**config.mk**
```make
export PLATFORM = sky130hd
export DESIGN_NAME = adder_tree_accum_ctrl
export DESIGN_NICKNAME = d
export VERILOG_FILES = /design/src/rtl/adder_tree_accum_ctrl.sv
export SDC_FILE = /design/constraint.sdc
export NUM_CORES = 1
export LEC_CHECK = 0
export CAP_MARGIN = 25
export CORE_AREA = 2 2 133 135
export DETAILED_ROUTE_END_ITERATION = 8
export DIE_AREA = 0 0 135 137
export HOLD_SLACK_MARGIN = 0.05
export PLACE_DENSITY = 0.71
export SYNTH_ARGS = -nofsm -noshare
export SYNTH_HDL_FRONTEND = slang
export SYNTH_SLANG_ARGS = --single-unit
```
**constraint.sdc**
```tcl
create_clock -name i_clk -period 4 [get_ports i_clk]
set_input_delay 0.8 -clock i_clk [delete_from_list [all_inputs] [get_ports i_clk]]
set_output_delay 0.8 -clock i_clk [all_outputs]
set_load 0.01 [all_outputs]
```
**src/rtl/adder_tree_accum_ctrl.sv**
```systemverilog
// ---------------------------------------------------------------------------
// adder_tree_accum_ctrl
//
// Purpose:
//   Sequencer wrapped around one external pipelined adder tree. A job of
//   `len` input vectors arrives over a valid/ready handshake. Each accepted
//   vector is forwarded to the tree. The controller tracks which tree results
//   are meaningful and sums them into a WIDTH-bit wrap-around accumulator.
//   The finished sum is then offered on a valid/ready result port. The block
//   turns a single-shot adder tree into a multi-cycle dot-product /
//   convolution accumulator.
//
// Parameters:
//   WIDTH      lane and result width in bits
//   INPUT_NUM  lanes per vector (must match the tree's input count)
//   TREE_LAT   cycles from tree_in sampled to tree_res valid (>= 1)
//   LEN_W      width of the job-length field
//
// Ports:
//   i_clk        clock, rising edge
//   i_rst        asynchronous active-high reset
//   i_start      job start, only looked at in IDLE
//   i_len        vectors in the job, latched on start
//   i_abort      synchronous cancel, wins over every other transition
//   o_busy       state is not IDLE
//   o_done       one-cycle pulse when the result is consumed
//   o_cfg_err    one-cycle pulse when start arrives with len == 0
//   i_in_valid   input vector valid
//   o_in_ready   controller accepts a vector (function of state only)
//   i_in_data    input vector, lane i at [i*WIDTH +: WIDTH]
//   o_tree_in    drives the tree's indata (zero when nothing is accepted)
//   i_tree_res   tree's res output
//   o_out_valid  accumulated result valid
//   i_out_ready  downstream accepts the result
//   o_out_data   accumulated result
// ---------------------------------------------------------------------------
module adder_tree_accum_ctrl #(
  parameter int WIDTH     = 32,
  parameter int INPUT_NUM = 4,
  parameter int TREE_LAT  = 1,
  parameter int LEN_W     = 8
) (
  input  logic                       i_clk,
  input  logic                       i_rst,
  input  logic                       i_start,
  input  logic [LEN_W-1:0]           i_len,
  input  logic                       i_abort,
  output logic                       o_busy,
  output logic                       o_done,
  output logic                       o_cfg_err,
  input  logic                       i_in_valid,
  output logic                       o_in_ready,
  input  logic [INPUT_NUM*WIDTH-1:0] i_in_data,
  output logic [INPUT_NUM*WIDTH-1:0] o_tree_in,
  input  logic [WIDTH-1:0]           i_tree_res,
  output logic                       o_out_valid,
  input  logic                       i_out_ready,
  output logic [WIDTH-1:0]           o_out_data
);

  typedef enum logic [1:0] {
    S_IDLE  = 2'd0,
    S_RUN   = 2'd1,
    S_DRAIN = 2'd2,
    S_OUT   = 2'd3
  } state_t;

  state_t              r_state;
  state_t              w_state_nxt;

  logic [LEN_W-1:0]    r_len;
  logic [LEN_W-1:0]    r_issue_cnt;
  logic [LEN_W-1:0]    r_retire_cnt;
  logic [WIDTH-1:0]    r_acc;
  logic [TREE_LAT-1:0] r_vsr;

  logic                w_accept;
  logic                w_retire;
  logic                w_len_zero;
  logic                w_start_ok;
  logic                w_last_issue;
  logic                w_last_retire;
  logic                w_all_retired;

  // Handshake and bookkeeping terms. in_ready is derived from the state
  // alone, so an accept is simply "RUN and the source offers a vector".
  assign w_accept      = i_in_valid && (r_state == S_RUN);
  assign w_retire      = r_vsr[TREE_LAT-1];
  assign w_len_zero    = (i_len == '0);
  assign w_start_ok    = (r_state == S_IDLE) && i_start && !w_len_zero;
  assign w_last_issue  = w_accept && ((r_issue_cnt + LEN_W'(1)) == r_len);
  assign w_last_retire = w_retire && ((r_retire_cnt + LEN_W'(1)) == r_len);

  // Leaving for OUT happens on the edge that accumulates the final result,
  // not one cycle later when the counter shows it.
  assign w_all_retired = (r_retire_cnt == r_len) || w_last_retire;

  // The tree sees the vector only in a cycle where it is really accepted;
  // otherwise it sees zeros so nothing stale flows down its pipeline.
  assign o_tree_in  = w_accept ? i_in_data : '0;
  assign o_out_data = r_acc;

  always_ff @(posedge i_clk or posedge i_rst) begin
    if (i_rst) begin
      r_state <= S_IDLE;
    end else begin
      r_state <= w_state_nxt;
    end
  end

  // Next-state and control outputs. abort is applied last so it overrides
  // start, out_ready and the completion conditions, and it also suppresses
  // the done / cfg_err pulses of the cycle it appears in.
  always_comb begin
    w_state_nxt = r_state;
    o_busy      = 1'b0;
    o_in_ready  = 1'b0;
    o_out_valid = 1'b0;
    o_done      = 1'b0;
    o_cfg_err   = 1'b0;

    case (r_state)
      S_IDLE: begin
        if (i_start) begin
          if (w_len_zero) begin
            o_cfg_err = 1'b1;
          end else begin
            w_state_nxt = S_RUN;
          end
        end
      end

      S_RUN: begin
        o_busy     = 1'b1;
        o_in_ready = 1'b1;
        // The final retirement can only coincide with the final issue if
        // the tree hid no latency; checking it keeps the OUT hand-off
        // independent of which state the last retirement lands in.
        if (w_last_issue) begin
          w_state_nxt = w_last_retire ? S_OUT : S_DRAIN;
        end
      end

      S_DRAIN: begin
        o_busy = 1'b1;
        if (w_all_retired) begin
          w_state_nxt = S_OUT;
        end
      end

      S_OUT: begin
        o_busy      = 1'b1;
        o_out_valid = 1'b1;
        if (i_out_ready) begin
          o_done      = 1'b1;
          w_state_nxt = S_IDLE;
        end
      end

      default: begin
        w_state_nxt = S_IDLE;
      end
    endcase

    if (i_abort) begin
      w_state_nxt = S_IDLE;
      o_done      = 1'b0;
      o_cfg_err   = 1'b0;
    end
  end

  // Job length, issue / retire counters and the accumulator. A new job
  // clears everything; otherwise issue and retirement advance independently
  // because retirements overlap with issue while the tree pipeline fills.
  always_ff @(posedge i_clk or posedge i_rst) begin
    if (i_rst) begin
      r_len        <= '0;
      r_issue_cnt  <= '0;
      r_retire_cnt <= '0;
      r_acc        <= '0;
    end else if (i_abort) begin
      r_len        <= '0;
      r_issue_cnt  <= '0;
      r_retire_cnt <= '0;
      r_acc        <= '0;
    end else if (w_start_ok) begin
      r_len        <= i_len;
      r_issue_cnt  <= '0;
      r_retire_cnt <= '0;
      r_acc        <= '0;
    end else begin
      if (w_accept) begin
        r_issue_cnt <= r_issue_cnt + LEN_W'(1);
      end
      if (w_retire) begin
        r_acc        <= r_acc + i_tree_res;
        r_retire_cnt <= r_retire_cnt + LEN_W'(1);
      end
    end
  end

  // Valid shift register mirroring the tree pipeline: a 1 enters with each
  // accept and emerges exactly when the tree presents that vector's sum.
  generate
    if (TREE_LAT == 1) begin : g_vsr_single
      always_ff @(posedge i_clk or posedge i_rst) begin
        if (i_rst) begin
          r_vsr <= '0;
        end else if (i_abort) begin
          r_vsr <= '0;
        end else begin
          r_vsr <= w_accept;
        end
      end
    end else begin : g_vsr_multi
      always_ff @(posedge i_clk or posedge i_rst) begin
        if (i_rst) begin
          r_vsr <= '0;
        end else if (i_abort) begin
          r_vsr <= '0;
        end else begin
          r_vsr <= {r_vsr[TREE_LAT-2:0], w_accept};
        end
      end
    end
  endgenerate

endmodule

```
# Word level (Yosys, flattened, before mapping)
# Cells that the tools add are included.
dict set report classes {
  addsub 3
  n_eq_ne 11
  mux 31
  reduce_logical 14
}
# op count
set op_table {}
lappend op_table {{128-bit two-way mux} 1}
lappend op_table {{32-bit two-way mux} 3}
lappend op_table {{8-bit two-way mux} 8}
lappend op_table {{32-bit adder} 1}
lappend op_table {{8-bit equality test} 3}
lappend op_table {{8-bit by 1-bit adder with 8-bit output, second input constant} 2}
lappend op_table {{3-bit inequality test, second input constant} 5}
lappend op_table {{1-bit two-way mux} 12}
lappend op_table {{2-bit two-way mux} 6}
lappend op_table {{8-bit zero test} 1}
lappend op_table {{2-bit one-hot mux with 4 select lines} 1}
lappend op_table {{3-bit nonzero test} 2}
lappend op_table {{1-bit logical AND} 5}
lappend op_table {{5-bit AND reduction} 1}
lappend op_table {{2-bit equality test, second input constant} 2}
lappend op_table {{3-bit OR reduction} 1}
lappend op_table {{2-bit by 1-bit equality test with 1-bit output, second input constant} 1}
lappend op_table {{2-bit zero test} 1}
lappend op_table {{2-bit nonzero test} 1}
lappend op_table {{1-bit zero test} 1}
lappend op_table {{1-bit logical OR} 1}
dict set report word_totals {
  ff_bits 59
  inputBits 174
  out_inout_bits 165
  word_cells 65
}

# Longest topological paths before layout
dict set report logic_depth {
  ltp_word 7
  ltp_mapped 12
}

# Least setup slack after synthesis
# OpenSTA, ideal clock, no wires.
dict set report synth_timing {
  path_type {input port to flip-flop}
  from {input port i_tree_res[0]}
  to {register r_acc[24] (netlist: o_out_data[24])}
  setup_ns 0.136
  t_arrival_ns 2.791
  required_time_ns 3.864
  slack_ns 1.073
  path_stages 12
  cell_sequence {ha_1 > fa_1 > a21o_1 > a21oi_1 > o21ai_1 > nand4_1 > a31o_1 > a21bo_2 > a31oi_1 > or3_1 > nand3_1 > a21oi_1}
}
dict set report synth_via {
  elab_chain_cells 4
}
# item line_no
set synth_rtl {}
lappend synth_rtl {{start, declared} 55} ;# input logic [WIDTH-1:0] i_tree_res,
lappend synth_rtl {{32-bit adder} 196} ;# r_acc <= r_acc + i_tree_res;
lappend synth_rtl {{32-bit two-way mux} 195} ;# if (w_retire) begin
lappend synth_rtl {{32-bit two-way mux} 186} ;# end else if (w_start_ok) begin
lappend synth_rtl {{32-bit two-way mux} 181} ;# end else if (i_abort) begin
lappend synth_rtl {{end signal, assigned} 196}
lappend synth_rtl {{end, declared} 74} ;# logic [WIDTH-1:0] r_acc;
# No other way between the ends. The select of a mux whose other input is x is not followed.
# A chain may end at the register's enable or synchronous reset.

# Worst setup path in the final report
dict set report layout_timing {
  from {register r_state[1]}
  to {output port o_tree_in[71]}
}
dict set report layout_via {
  elab_chain_cells 3
}
# item line_no
set layout_rtl {}
lappend layout_rtl {{start, declared} 68} ;# state_t r_state;
lappend layout_rtl {{start signal, assigned} 107} ;# r_state <= w_state_nxt;
lappend layout_rtl {{2-bit by 1-bit equality test with 1-bit output} 87} ;# assign w_accept = i_in_valid && (r_state == S_RUN);
lappend layout_rtl {{1-bit logical AND} 87}
lappend layout_rtl {{128-bit two-way mux} 100} ;# assign o_tree_in = w_accept ? i_in_data : '0;
lappend layout_rtl {{end, declared} 54} ;# output logic [INPUT_NUM*WIDTH-1:0] o_tree_in,
# No other way between the ends.

==> impl_metrics.toml <==
[run_status]
outcome = "complete, no violations"

[critical_path]
reg2reg_depth = 11
worstSetupPathType = "flop to output port"
critPathCaptureType = "output port"
critPathCapture = "o_tree_in[71]"
crit_start = "r_state[1]"
r2r_start = "o_out_data[1]"
r2r_slack_ns = 1.20
required_ns = 3.20
path_max_fanout = 77
timing.rr.end = "o_out_data[31]"
cp.arrival_ns = 2.60
worstSetupStartpointType = "flop"

[sta]
rsz0062_at_grt = "no"
drv_slew = 0
timing.slew.headroom_pct = 47.05
post-route-period-util_pct = 85.10
final.setup.tns_ns = 0
fmax_ghz = 0.2938
hold_violations = 0
whs_ns = 0.5459
finalSetupViolations = 0
worst_pin_slew_ns = 0.7943
finClkSkew_ns = 0.005582
period_needed_ns = 3.404

[place]
io_buffers = 338
place_congestion = 0.8551
dp_hpwl_mm = 17.89

[die]
initial_core_util_pct = 31.98
core_mm2 = 0.01706
io_pins = 339
die_h_um = 137
num_rows = 48
die_w_um = 135
die-area_mm2 = 0.01850

[logic_synthesis]
synthesis.nets = 891
ys.flop_type = "dfrtp_1"
yosysWarnings = 0
ys_async_sr_fraction_pct = 100.0
synth_edf_count = 0
ys_ff_latch = 59
syn_avg_cell_area_um2 = 8.046
synthCells = 678
ys_seq_area_share_pct = 27.06
ys_types = 58
synth_area_mm2 = 0.005455

[cts]
clk_path_buf_depth = 2
clock_tree.root_cell = "clkbuf_16"
cts.sinks = 59
cts_tree = "done"
cts_resized = 0
clk_pin_slew_worst_paths_ns = 0.05
cts_hold_buffers = 0
ctsHtreeMaxLevel = 3
postCtsSetupBuffers = 0
cts_buffers = 9
clkLatencyLatePin_ns = 0.33

[power]
ir_drop_mv = 0.2685
p_total_mw = 3.004
p_per_area_mw_per_mm2 = 321.0
power_leakage_nw = 4.191

[global_routing]
grt_pass1_vias = 5623
overflow = 0
antenna_found_initial = 3
grt_pass1_wl_mm = 32.52
grtUsageTotal_pct = 23.08
grt_max_degree = 78

[drt]
drt-initial-drc-count = 338
drtAntennaViolNets = 0
first_pass_iters = 5
wl_per_cell_um = 18.49
via_count = 6033
viasPerCell = 4.953
route.detailed.drc = 0
drt_wl_total_mm = 22.52

[cells_and_area]
drive_gt1_share_pct = 3.827
diodes = 0
fillCellCount = 1604
syn_to_final_growth_pct = 71.56
finalNetCount = 1202

[run]
maxCapViolations = 0

[worst_hold_path]
hold_path_class = "flop to flop"
hp-start = "o_out_data[31]"
[worst min-delay path by stage]
stage / end / slack [ns] / cells past startpoint
2_1_floorplan: r_len[0] / 0.51 / 2
3_3_place_gp: o_out_data[17] / 0.53 / 2
3_5_place_dp: o_out_data[15] / 0.53 / 2
4_1_cts: o_out_data[15] / 0.55 / 2
5_1_grt: o_out_data[23] / 0.58 / 2
6_report: o_out_data[31] / 0.55 / 2
[synth_stat cells (7+ instances only)]
library cell	count	share of area [%]
a21oi_1	30	2.8
and3_1	134	15
nand2b_1	13	1.5
nor2b_1	7	0.80
inv_1	20	1.4
xnor2_1	38	6.1
a21o_1	9	1.2
nor2_1	55	3.8
dfrtp_1	59	27
nand2_1	41	2.8
clkbuf_1	42	2.9
ha_1	38	8.7
xor2_1	26	4.2
o21ai_1	8	0.73
mux2i_1	23	4.2
nand4_1	10	1.1
o21ai_0	31	2.8
nand3_1	16	1.5
[area by class of cell]
type	instances	area [µm²]	area share, %
Tap cell	225	281.5	3.008
Multi-Input combinational cell	551	3731	39.87
Clock inverter	4	50.05	0.5348
Clock buffer	11	252.7	2.701
Inverter	20	75.07	0.8021
Timing Repair Buffer	348	3491	37.30
Sequential cell	59	1478	15.79
[state kept, by name, indices dropped and copies added (netlist names)]
register / flops
r_vsr: 1
r_issue_cnt: 8
r_retire_cnt: 8
o_out_data: 32
r_state: 2
r_len: 8
[critical path: stages, from the launching register on]
cell	delay, ns
dfrtp_1	0.41
inv_1	0.17
ha_4	0.54
buf_4	0.33
and3_1	0.19
clkdlybuf4s50_1	0.56
[layer usage]
metal  GRT usage, %  share of wire, %  up-vias
met2          33.14                42      238
met1          32.34                46     2742
met3          10.52                12       16
met4          3.356              0.66        6
li1               -                 -     3031
met5              0              0.16        -
[power breakdown]
part | switching, mW | internal (mW) | leakage [nW]
clock network | 0.277 | 0.511 | 0.144
logic | 0.731 | 0.786 | 3.24
registers | 0.0572 | 0.642 | 0.811
[cells by family (layout without fill, tap and decap cells)]
kind of cell / Yosys count / count (layout) / synth area share, %
buf+inv: 68 / 383 / 4.770
mux: 24 / 24 / 4.427
compound gates: 119 / 119 / 13.62
xor+xnor: 64 / 64 / 10.28
fa+ha+maj: 39 / 39 / 9.083
simple gates: 305 / 305 / 30.76
flops: 59 / 59 / 27.06
[per-stage QoR]
step                      area (µm²)  instances  setup WS [ns]  utilization [%]
after detailed placement        9056       1203         0.3674            53.10
after CTS                       9359       1218         0.6191            54.87
final                           9359       1218         0.5961            54.87
after global routing            9359       1218         0.4306            54.87
after floorplan                 5455        678          1.073                -
after global placement          9056       1203         0.4047            53.10
[cells in the final DEF (no fill, tap or decap), types with 13 or more instances in the layout]
cell type        instances
dfrtp_1                 58
inv_1                   19
a21oi_1                 30
xnor2_1                 38
nand3_1                 16
ha_1                    37
clkdlybuf4s50_1        337
nor2_1                  55
nand2b_1                13
xor2_1                  26
and3_1                 134
o21ai_0                 31
mux2i_1                 23
nand2_1                 41
No activity file was read; power rests on OpenSTA's default activity.
